## src/rtl/picosoc_iomem_fabric.sv

```systemverilog
// picosoc_iomem_fabric
// Registered N-slave decoder for the SoC iomem region, with a bounded-latency
// handshake. A transaction walks IDLE -> ACCESS -> DONE; a slave that never
// answers is cut off after TIMEOUT_CYCLES access cycles and the CPU gets
// TIMEOUT_RDATA back.
// Optional build macro: PICOSOC_IOMEM_ERR_EN adds err_irq/err_addr, which
// report timed-out accesses.
module picosoc_iomem_fabric #(
  parameter int          NUM_SLAVES     = 4,
  parameter logic [31:0] ADDR_BASE      = 32'h0300_0000,
  parameter int          SLAVE_SHIFT    = 16,
  parameter int          TIMEOUT_CYCLES = 255,
  parameter logic [31:0] TIMEOUT_RDATA  = 32'hFFFF_FFFF
) (
  input  logic                       clk,
  input  logic                       reset,
  input  logic                       mem_valid,
  input  logic [31:0]                mem_addr,
  input  logic [31:0]                mem_wdata,
  input  logic [3:0]                 mem_wstrb,
  output logic                       mem_ready,
  output logic [31:0]                mem_rdata,
  output logic [NUM_SLAVES-1:0]      s_valid,
  output logic [31:0]                s_addr,
  output logic [31:0]                s_wdata,
  output logic [3:0]                 s_wstrb,
  input  logic [NUM_SLAVES-1:0]      s_ready,
  input  logic [32*NUM_SLAVES-1:0]   s_rdata
`ifdef PICOSOC_IOMEM_ERR_EN
  ,
  output logic                       err_irq,
  output logic [31:0]                err_addr
`endif
);

  localparam int IDX_W = (NUM_SLAVES > 1) ? $clog2(NUM_SLAVES) : 1;
  localparam int CNT_W = (TIMEOUT_CYCLES > 0) ? $clog2(TIMEOUT_CYCLES + 1) : 1;

  // Region end is computed in 33 bits so a top window ending at 2^32 works.
  localparam logic [32:0] REGION_END = {1'b0, ADDR_BASE} + (33'(NUM_SLAVES) << SLAVE_SHIFT);
  localparam logic [31:0] WIN_MASK   = 32'((33'd1 << SLAVE_SHIFT) - 33'd1);
  localparam logic [CNT_W-1:0] CNT_LAST = (TIMEOUT_CYCLES > 0) ? CNT_W'(TIMEOUT_CYCLES - 1) : '0;
  localparam logic [CNT_W-1:0] CNT_MAX  = '1;

  typedef enum logic [1:0] {
    IDLE   = 2'd0,
    ACCESS = 2'd1,
    DONE   = 2'd2
  } state_t;

  state_t           state;
  logic [IDX_W-1:0] sel_idx;
  logic [CNT_W-1:0] cnt;

  logic             hit;
  logic [31:0]      offset;
  logic [IDX_W-1:0] req_idx;
  logic             sel_ready;
  logic [31:0]      sel_rdata;
  logic             timeout_hit;

`ifdef PICOSOC_IOMEM_ERR_EN
  logic [31:0]      req_addr;
`endif

  assign offset      = mem_addr - ADDR_BASE;
  assign hit         = ({1'b0, mem_addr} >= {1'b0, ADDR_BASE}) && ({1'b0, mem_addr} < REGION_END);
  assign req_idx     = IDX_W'(offset >> SLAVE_SHIFT);
  assign timeout_hit = (TIMEOUT_CYCLES != 0) && (cnt == CNT_LAST);

  // Pick the ready bit and read data of the latched slave; other slaves are ignored.
  always_comb begin
    sel_ready = 1'b0;
    sel_rdata = '0;
    for (int i = 0; i < NUM_SLAVES; i++) begin
      if (sel_idx == IDX_W'(i)) begin
        sel_ready = s_ready[i];
        sel_rdata = s_rdata[32*i +: 32];
      end
    end
  end

  // Transaction FSM with all bus outputs registered.
  always_ff @(posedge clk or posedge reset) begin
    if (reset) begin
      state     <= IDLE;
      sel_idx   <= '0;
      cnt       <= '0;
      mem_ready <= 1'b0;
      mem_rdata <= '0;
      s_valid   <= '0;
      s_addr    <= '0;
      s_wdata   <= '0;
      s_wstrb   <= '0;
`ifdef PICOSOC_IOMEM_ERR_EN
      req_addr  <= '0;
      err_irq   <= 1'b0;
      err_addr  <= '0;
`endif
    end else begin
      case (state)
        IDLE: begin
          mem_ready <= 1'b0;
          if (mem_valid && hit) begin
            sel_idx  <= req_idx;
            s_valid  <= NUM_SLAVES'(1) << req_idx;
            s_addr   <= offset & WIN_MASK;
            s_wdata  <= mem_wdata;
            s_wstrb  <= mem_wstrb;
`ifdef PICOSOC_IOMEM_ERR_EN
            req_addr <= mem_addr;
`endif
            state    <= ACCESS;
          end
        end
        ACCESS: begin
          // Saturate rather than wrap; only matters when timeout is disabled.
          if (cnt != CNT_MAX) cnt <= cnt + 1'b1;
          if (sel_ready) begin
            mem_rdata <= sel_rdata;
            s_valid   <= '0;
            mem_ready <= 1'b1;
            state     <= DONE;
          end else if (timeout_hit) begin
            mem_rdata <= TIMEOUT_RDATA;
            s_valid   <= '0;
            mem_ready <= 1'b1;
`ifdef PICOSOC_IOMEM_ERR_EN
            err_irq   <= 1'b1;
            err_addr  <= req_addr;
`endif
            state     <= DONE;
          end
        end
        DONE: begin
          mem_ready <= 1'b0;
          cnt       <= '0;
`ifdef PICOSOC_IOMEM_ERR_EN
          err_irq   <= 1'b0;
`endif
          state     <= IDLE;
        end
        default: begin
          state <= IDLE;
        end
      endcase
    end
  end

endmodule

```

## config.mk

```make
export PLATFORM = sky130hd
export DESIGN_NAME = picosoc_iomem_fabric
export DESIGN_NICKNAME = d
export VERILOG_FILES = /design/src/rtl/picosoc_iomem_fabric.sv
export SDC_FILE = /design/constraint.sdc
export NUM_CORES = 1
export LEC_CHECK = 0
export ABC_AREA = 0
export BUFFER_PORTS_ARGS = -buffer_cell sky130_fd_sc_hd__buf_2
export CAP_MARGIN = 40
export CORE_AREA = 2 2 120 122
export CTS_CLUSTER_DIAMETER = 30
export DETAILED_ROUTE_END_ITERATION = 10
export DIE_AREA = 0 0 122 124
export GPL_ROUTABILITY_DRIVEN = 1
export MAX_ROUTING_LAYER = met4
export PLACE_DENSITY = 0.7
export SYNTH_ARGS = -nofsm -noshare
export SYNTH_HDL_FRONTEND = slang
export SYNTH_SLANG_ARGS = --single-unit
```

## constraint.sdc

```tcl
create_clock -name clk -period 3.8 [get_ports clk]
set_input_delay 0.57 -clock clk [delete_from_list [all_inputs] [get_ports clk]]
set_output_delay 0.57 -clock clk [all_outputs]
set_load 0.01 [all_outputs]
```

Word level (Yosys, flattened, before mapping)
Index checks and enable logic that the tools add are counted.

Bits in registers: 101. Output and inout port bits: 105.

Reduce and logical (&&, ||, !) cells: 15. Multiplexer cells: 23. Equal/unequal tests: 10. Magnitude comparators: 2. Shifts and indexed selects: 1. Add/sub/neg operators: 2.

Operators with widths (number): $mux W32 (6); $ge A32 B26 Y1 const B (1); $lt A32 B26 Y1 const B (1); $sub A18 B1 Y18 const B (1); $pmux W8 S2 (1); $mux W4 (3); $reduce_and A2 Y1 (5); $add A8 B1 Y8 const B (1); $eq A8 B8 Y1 const B (1); $mux W8 (1); $ne A8 B8 Y1 const B (1); $pmux W4 S2 (1); $reduce_bool A2 Y1 (4); $eq A2 B2 Y1 const B (3); $mux W1 (6); $mux W2 (3); $eq A2 B1 Y1 const B (2); $logic_not A2 Y1 (2); $ne A2 B2 Y1 const B (2); $pmux W2 S2 (1); $shl A1 B2 Y4 const A (1); $ne A3 B3 Y1 const B (1); $reduce_and A3 Y1 (1); $logic_and A1 B1 Y1 (2); 2 further kinds (2).

Logic depth before layout (Yosys ltp)
Gate-level depths: netlist of the first run.

Word-level depth: 7. Mapped depth: 6.

Worst setup path before layout of the first run
Ideal clock, no wire load.

Path kind: input port to flip-flop. From: in mem_addr[23]. To: reg s_addr[13]. Path slack: 1.835 ns. Library setup time: 0.125 ns. Arrival time: 1.840 ns. Required time: 3.675 ns. Path buffers: 2. Stages on the path: 6. Cell sequence: nor4b_1 > nand2_1 > nor3_2 > buf_4 > buf_6 > mux2_2.

Longest elaborated chain between the ends: 4.

RTL lines: from (decl) (line 18) `input logic [31:0] mem_addr,`; $ge A32 B26 Y1 / $lt A32 B26 Y1 (equally long branches) (line 67) `assign hit = ({1'b0, mem_addr} >= {1'b0, ADDR_BASE}) && ({1'b0, mem_addr} < REGION_END);`; $logic_and A1 B1 Y1 (*) (line 67); $logic_and A1 B1 Y1 (*) (line 104) `if (mem_valid && hit) begin`; $reduce_and A2 Y1 (no source line) (*); to (signal assigned) (line 107) `s_addr <= offset & WIN_MASK;`; to (decl) (line 24) `output logic [31:0] s_addr,`.

Every way passes the cells marked *; elsewhere a longest branch is shown, timed or not. A chain may end at the register's enable or synchronous reset.

Final worst setup path of the first run
From: reg state[0]. To: reg s_wdata[26].

Longest elaborated chain between the ends: 2.

RTL lines: from (decl) (line 51) `state_t state;`; from (signal assigned) (line 86) `state <= IDLE;`; from (signal assigned) (line 113) `state <= ACCESS;`; from (signal assigned) (line 123) `state <= DONE;`; $logic_not A2 Y1 (line 101) `case (state)`; $reduce_and A2 Y1 (no source line); to (signal assigned) (line 108) `s_wdata <= mem_wdata;`; to (decl) (line 25) `output logic [31:0] s_wdata,`.

No other way between the ends.

==> results of run 1 <==
## cells by family (layout without fill, tap and decap cells)
group           after synthesis  count (layout)
simple gates                 41              41
compound gates               52              52
flops                       101             101
buf+inv                      43             320
other cells                   1              19
fa+ha+maj                     2               2
mux                          88              88
## cell usage after synthesis (3+ instances only)
library cell  instances
nand3_1               6
inv_1                 6
nor2b_1               3
mux4_2               33
buf_4                17
clkbuf_1              5
dfrtp_1             101
o22a_1               32
buf_2                 6
o22ai_1               5
nor2_1                5
mux2_4               15
buf_6                 7
mux2_2               38
o21ai_0               4
nand2_1              10
a21oi_1               4
## power groups by stage
stage	Clock, mW	Combinational, mW	Sequential [mW]
4_1_cts	0.888	0.232	1.11
6_report	0.857	0.228	1.11
3_5_place_dp	0	0.231	1.13
5_1_grt	0.935	0.249	1.11
2_1_floorplan	0	0.0887	1.14
3_3_place_gp	0	0.223	1.13
## final timing paths
check,end
min in group clk,s_addr[14]
setup reg to reg,s_wdata[26]
hold reg to reg,mem_ready
max in group asynchronous,sel_idx[0]
hold / removal,s_wdata[13]
setup / recovery,s_wdata[26]
## cell type report
| cell class | count | area, sq um |
|---|---|---|
| antenna | 3 | 7.507 |
| clock buffer | 10 | 229.0 |
| clock inverter | 6 | 50.05 |
| fill | 1238 | 6954 |
| inverter | 6 | 25.02 |
| multi-input combinational | 199 | 2163 |
| sequential | 101 | 2529 |
| tap | 180 | 225.2 |
| timing repair buffer | 298 | 1536 |
## cell usage in the layout (no fill, tap or decap), types with 2 or more instances in the layout
master,netlist,layout
a21oi_1,4,4
buf_2,6,291
buf_4,17,5
clkbuf_16,0,9
clkinv_4,0,4
clkinvlp_4,0,2
conb_1,1,16
dfrtp_1,101,100
diode_2,0,3
ha_1,2,2
inv_1,6,5
mux2_2,38,38
mux2_4,15,15
mux4_2,33,33
nand2_1,10,10
nand2b_1,2,2
nand3_1,6,6
nor2_1,5,5
nor2b_1,3,3
o21ai_0,4,4
o22a_1,32,32
o22ai_1,5,5
o31ai_1,2,2
or3_1,2,2
## routing by layer
metal / routed length [um] / share of wire
met5: 0 / 0
met4: 330 / 0.023
met3: 1357 / 0.094
met2: 7463 / 0.51
met1: 5353 / 0.37
## per-stage QoR
step	setup slack (ps)	utilization	cells	cell area (sq um)	hold WS (ps)
3_5_place_dp	1330	0.4722	784	6479	467.6
6_report	1578	0.4931	803	6765	207.1
5_1_grt	1460	0.4931	803	6765	216.1
3_3_place_gp	1424	0.4691	782	6436	461.8
2_1_floorplan	582.9	-	343	4970	455.5
4_1_cts	1574	0.4926	800	6758	203.0
## sequential cells by signal, indices dropped and copies added, names as in the netlist
name       count
s_wdata       32
s_addr        16
mem_rdata     32
sel_idx        2
s_wstrb        4
cnt            8
mem_ready      1
state          2
s_valid        4
==> flow_summary.ini, run 1 <==
[run_status]
status = completed

[floorplanning]
rows = 43
initial_utilization = 0.3581
core_area_sq_um = 13720
die_x_um = 122
dieArea_sq_um = 15130
pin_count = 308
die_h_um = 124

[worst_setup_path]
rrSetupSlack_ps = 1580
worstPathRequired_ps = 4030
crit_arrival_ps = 2450
path_max_fanout = 39
endpoint_kind = register
r2r_start = state[0]
reg2reg_depth = 5
crit_family = simple AND/OR/NAND/NOR gates
critPathKind = reg -> reg
path_buf_inv = 1
path_cells = nor4_2 > nand2_1 > nor3_4 > buf_4 > mux2_2
crit_cells = 5
crit_path_start = state[0]
cp-start-kind = register
critPathMaxStageDelay_ps = 470
slowest_stage = dfrtp_1

[routing]
ant_nets = 0
vias = 4028
vias_per_cell = 5.016
post_drt_wl_per_cell_um = 18.06
routed_wl_um = 14510
drt_first_pass_iters = 4
drc = 0
drt_iter0_markers = 141

[synthesis]
synthAdderAreaFrac = 0.005093
synth.avg_cell_area_sq_um = 14.98
synth-simple-area-share = 0.04787
synth_warnings = 0
synth_area_leaders = dfrtp_1, mux4_2, mux2_2
syn_inst = 328
synth_xor_area_frac = 0
synth_compound_area_frac = 0.08531
ys_seq_area_frac = 0.5144
synth_mux_area_frac = 0.2885
synth-edff-count = 0
synth_top_area_frac = 0.5144
ys_seq_elements = 101
synth_top_area_cell = dfrtp_1
synth_area_sq_um = 4913
synthArstFlopShare = 1.000
synth_cell_types = 43
dominantRegCellSynth = dfrtp_1
synth_top_family_by_area = multiplexers

[pwr]
p_leak_nw = 3.544
intPower_mw = 1.676
p_switching_uw = 515.1
power.total_mw = 2.191
combPwrFrac = 0.104
switching_share = 0.2350
p_seq_frac = 0.505
peakVddDrop_v = 0.0001950
p_per_area_nw_per_um2 = 323.9
clockPowerShare = 0.391

[cts]
cts_hold_buf = 0
cts_buffer_depth = 2
root_buffer = clkbuf_16
cts_buffers = 9
cts_sinks = 101
cts_setup_buffers = 0
insertion_delay_ps = 340
post_cts_resized = 0
cts_max_level = 3
clk_pin_slew_ps = 70
cts_tree = built

[timing]
worst_pin_slew_ps = 620.9
maxSlewHeadroom = 0.5861
fin_skew_ps = 6.163
setup_violations = 0
min_period_over_period = 0.5848
period_minus_slack_ps = 2222
hold_violations = 0
slew_viol_final = 0
fmax_mhz = 450.0
rsz0062_at_grt = false
fin_tns_setup_ps = 0

[grt]
grt_pass1_wl_um = 20510
first_global_vias = 4049
grt_overflow_total = 0
use_met2 = 0.3237
top_usage_layer = met2
grt_usage = 0.1888
use_met1 = 0.2057
grt_max_degree = 65
use_met3 = 0.05128
antenna_found_initial = 6

[cells_and_area]
drive_gt1_frac = 0.6565
syn_to_final_growth_pct = 37.69
fin_nets = 820

[place]
place_congestion = 0.8320
io_buffer_count = 291
dp_hpwl_um = 11580

[job]
max-cap-violations = 0

[min_path]
hold_class = in -> async
No activity file was read; power rests on OpenSTA's default activity.
==> run 2, diff against run 1 <==
Clock period 3.8 ns to 2.14 ns, I/O delays scaled along.
==> run 2 against run 1 <==
Compared with the run above:
- power up 81%
- fmax up 14%
- global-route usage up 0.50 points
- clock skew up 1.5 ps
- critical path type unchanged
- utilization up 0.43 points
- combinational power up 80%
==> flow_summary.ini, run 2 (synthesized netlist as in run 1, its figures left out) <==
[run_status]
status = completed

[worst_setup_path]
path_buf_inv = 0
crit_arrival_ps = 2180
reg2reg_to = s_addr[0]
path_cells = nor4_2 > nand2_1 > or3_4 > mux2_4
worstPathRequired_ps = 2370
r2r_start = state[1]
critPathMaxStageDelay_ps = 560
rrSetupSlack_ps = 190
slowest_stage = or3_4
critPathKind = reg -> reg
endpoint_kind = register
reg2reg_depth = 4
cp-start-kind = register
path_max_fanout = 20
crit_family = simple AND/OR/NAND/NOR gates

[timing]
hold_violations = 0
rsz0062_at_grt = false
slew_viol_final = 0
fin_tns_setup_ps = 0
worst_pin_slew_ps = 514.4
fin_ws_ps = 190.6
fmax_mhz = 513.0
period_minus_slack_ps = 1949
fin_skew_ps = 7.705
maxSlewHeadroom = 0.6563
min_period_over_period = 0.9109
setup_violations = 0

[cts]
post_cts_resized = 0
cts_sinks = 101
cts_hold_buf = 0
cts_max_level = 3
clk_pin_slew_ps = 60
cts_tree = built
cts_setup_buffers = 0
cts_buffer_depth = 2
root_buffer = clkbuf_16
cts_buffers = 9
insertion_delay_ps = 350

[cells_and_area]
syn_to_final_growth_pct = 38.88
top_regs = mem_rdata: 32 flops, s_wdata: 32 flops, s_addr: 16 flops
finalNonFillerCells = 806
fin_nets = 823
final_common_cell = buf_2
final_cell_mix = buf_2, dfrtp_1, mux2_2
drive_gt1_frac = 0.6592

[pwr]
peakVddDrop_v = 0.0003776
p_leak_nw = 3.567
power.total_mw = 3.972
p_per_area_nw_per_um2 = 582.1

[grt]
grt_max_degree = 40
antenna_found_initial = 3
grt_overflow_total = 0
first_global_vias = 4130
grt_usage = 0.1938
grt_pass1_wl_um = 21210

[place]
dp.cells = 787
place_congestion = 0.9015
io_buffer_count = 291
dp_worst_setup_slack_ps = 182.2
dp_hpwl_um = 11460

[floorplanning]
pin_count = 308
die_x_um = 122
die_h_um = 124
initial_utilization = 0.3581
core_area_sq_um = 13720
rows = 43
dieArea_sq_um = 15130

[routing]
ant_nets = 0
vias_per_cell = 4.980
drt_first_pass_iters = 4
routed_wl_um = 14380
post_drt_wl_per_cell_um = 17.84
vias = 4014
drc = 0
drt_iter0_markers = 127

[job]
max-cap-violations = 0

[min_path]
hold_class = in -> async
## run 2: worst reg2reg max path, cell delays in order, from the launching register on
cell,delay (ps)
dfrtp_1,450
nor4_2,310
nand2_1,150
or3_4,560
mux2_4,360
## run 2: report_power, final
part | internal (mW) | switching [mW] | total (mW) | leakage [nW]
registers | 1.94 | 0.0194 | 1.96 | 1.33
logic | 0.238 | 0.173 | 0.411 | 2.10
clock network | 0.899 | 0.698 | 1.60 | 0.138
total | 3.08 | 0.891 | 3.97 | 3.57
## run 2: per-stage QoR
| step | hold slack [ps] | cell area, sq um | util |
|---|---|---|---|
| 2_1_floorplan | 455.5 | 4974 | - |
| 3_3_place_gp | 384.2 | 6525 | 0.4756 |
| 3_5_place_dp | 387.8 | 6525 | 0.4756 |
| 4_1_cts | 14.53 | 6814 | 0.4967 |
| 5_1_grt | 26.91 | 6822 | 0.4972 |
| 6_report | 8.465 | 6824 | 0.4974 |
## run 2: worst max-delay path by stage
stage                  from    endpoint  slack [ps]  cells after the start
2_1_floorplan      state[0]  s_addr[13]         340                      6
3_3_place_gp   mem_addr[23]   s_addr[7]         190                      5
3_5_place_dp   mem_addr[23]   s_addr[8]         180                      5
4_1_cts            state[1]   s_addr[7]         180                      4
5_1_grt            state[1]   s_addr[7]         130                      4
6_report           state[1]   s_addr[0]         190                      4
## run 2: layout make-up
cell class / instances / area [sq um]
Fill cell: 1254 / 6895
Sequential cell: 101 / 2529
Timing Repair Buffer: 301 / 1582
Antenna cell: 4 / 10.01
Clock buffer: 9 / 225.2
Multi-Input combinational cell: 199 / 2163
Tap cell: 180 / 225.2
Inverter: 6 / 26.28
Clock inverter: 6 / 63.81
## run 2: per-layer routing
layer,vias to the layer above,share of wire,wire length [um],GRT usage
li1,1801,-,-,-
met1,2003,0.35,5019,0.1933
met2,195,0.53,7693,0.3429
met3,15,0.097,1393,0.08242
met4,0,0.019,274,0.06322
met5,-,0,0,-
==> run 3, diff against run 2 <==
Settings changed: CORE_AREA 2 2 120 122 to not set, CORE_ASPECT_RATIO set to 0.9, CORE_MARGIN set to 2, CORE_UTILIZATION set to 30, CTS_CLUSTER_SIZE set to 10, DIE_AREA 0 0 122 124 to not set, PLACE_DENSITY 0.7 to 0.61.
==> run 3 against run 2 <==
Compared with the run above:
- register-to-register slack hardly changed
- setup slack better by 3.2 ps
- critical path depth stayed put
- wire length is 3.7% lower
- clock skew is 4.1 ps higher
- cell area is 1.1% higher
- sequential power hardly changed
- worst hold slack better by 190 ps
- power is 0.87% lower
- non-clock buffer count is 6 higher
==> flow_summary.ini, run 3 (synthesized netlist as in run 1, its figures left out) <==
[run_status]
status = completed

[timing]
slew_viol_final = 0
hold_violations = 0
min_period_over_period = 0.9094
fin_skew_ps = 11.85
fin_tns_setup_ps = 0
fin_ws_ps = 193.8
rsz0062_at_grt = false
setup_violations = 0
period_minus_slack_ps = 1946
hold_ws_ps = 194.0
fmax_mhz = 513.8

[routing]
drt_iter0_markers = 119
drt_first_pass_iters = 4
vias = 4016
ant_nets = 0
routed_wl_um = 13850
vias_per_cell = 4.798
post_drt_wl_per_cell_um = 16.54
drc = 0

[worst_setup_path]
path_buf_inv = 0
path_cells = nor4_2 > nand2_1 > or3_4 > mux2_4
critPathKind = reg -> reg
crit_family = simple AND/OR/NAND/NOR gates
path_max_fanout = 20
crit_path_start = state[0]
reg2reg_depth = 4
endpoint_kind = register
endpoint = s_addr[3]
worstPathRequired_ps = 2370
crit_cells = 4
cp-start-kind = register
r2r_start = state[0]
critPathMaxStageDelay_ps = 560
rrSetupSlack_ps = 190
crit_arrival_ps = 2170
slowest_stage = or3_4
reg2reg_to = s_addr[3]

[cts]
cts_setup_buffers = 0
cts_sinks = 101
cts_hold_buf = 1
root_buffer = clkbuf_16
cts_max_level = 3
cts_buffer_depth = 2
cts_tree = built
insertion_delay_ps = 350
cts_buffers = 9
clk_pin_slew_ps = 70
post_cts_resized = 0

[pwr]
p_per_area_nw_per_um2 = 570.8
peakVddDrop_v = 0.0004192
power.total_mw = 3.938
p_leak_nw = 3.594

[min_path]
hold_class = in -> reg

[cells_and_area]
final_common_cell = buf_2
fin_nets = 829
syn_to_final_growth_pct = 40.41
fillers = 1547
final_cell_mix = buf_2, dfrtp_1, mux2_2
top_regs = mem_rdata: 32 flops, s_wdata: 32 flops, s_addr: 16 flops
drive_gt1_frac = 0.6614

[grt]
grt_usage = 0.1636
first_global_vias = 4262
grt_pass1_wl_um = 21850
antenna_found_initial = 1
grt_overflow_total = 0
grt_max_degree = 40

[place]
dp_worst_setup_slack_ps = 84.31
place_congestion = 0.8283
dp_hpwl_um = 10990
io_buffer_count = 291

[floorplanning]
initial_utilization = 0.3057
pin_count = 308
die_x_um = 138.9
die_h_um = 125.4
rows = 44
core_area_sq_um = 16080
dieArea_sq_um = 17420

[job]
max-cap-violations = 0
## run 3: per-layer routing
layer | share of wire | up-vias | global-route usage
met5 | 0 | - | -
li1 | - | 1818 | -
met4 | 0.014 | 0 | 0.04813
met1 | 0.41 | 1970 | 0.1891
met3 | 0.076 | 16 | 0.04213
met2 | 0.50 | 212 | 0.2819
## run 3: layout make-up
cell class	count	area, sq um	area share
Antenna cell	1	2.502	0.0003627
Clock buffer	11	242.7	0.03518
Clock inverter	5	41.29	0.005985
Inverter	6	26.28	0.003808
Multi-Input combinational cell	199	2168	0.3143
Sequential cell	101	2530	0.3667
Tap cell	207	259.0	0.03754
Timing Repair Buffer	307	1629	0.2361
## run 3: how the worst min path moves through the flow
stage / slack (ps) / start / end / cells past startpoint
2_1_floorplan: 460 / cnt[7] / cnt[7] / 1
3_3_place_gp: 370 / reset / mem_rdata[28] / 2
3_5_place_dp: 370 / reset / mem_rdata[28] / 2
4_1_cts: 180 / mem_addr[14] / s_addr[14] / 2
5_1_grt: 180 / mem_wdata[0] / s_wdata[0] / 2
6_report: 190 / mem_addr[14] / s_addr[14] / 2
## run 3: where the power goes
group	switching, mW	internal (mW)	total, mW
Sequential	0.0198	1.94	1.96
Combinational	0.170	0.239	0.409
Clock	0.729	0.836	1.56
## run 3: per-stage QoR
| step | util | instances | cell area (sq um) |
|---|---|---|---|
| floorplan | - | 343 | 4974 |
| global placement | 0.4107 | 819 | 6603 |
| detailed placement | 0.4107 | 819 | 6603 |
| CTS | 0.4290 | 836 | 6897 |
| global route | 0.4292 | 837 | 6899 |
| finish | 0.4292 | 837 | 6899 |
## run 3: worst register-to-register path: stages (launching register included)
cell and delay [ps]:
dfrtp_1 390, nor4_2 350, nand2_1 170, or3_4 560, mux2_4 350
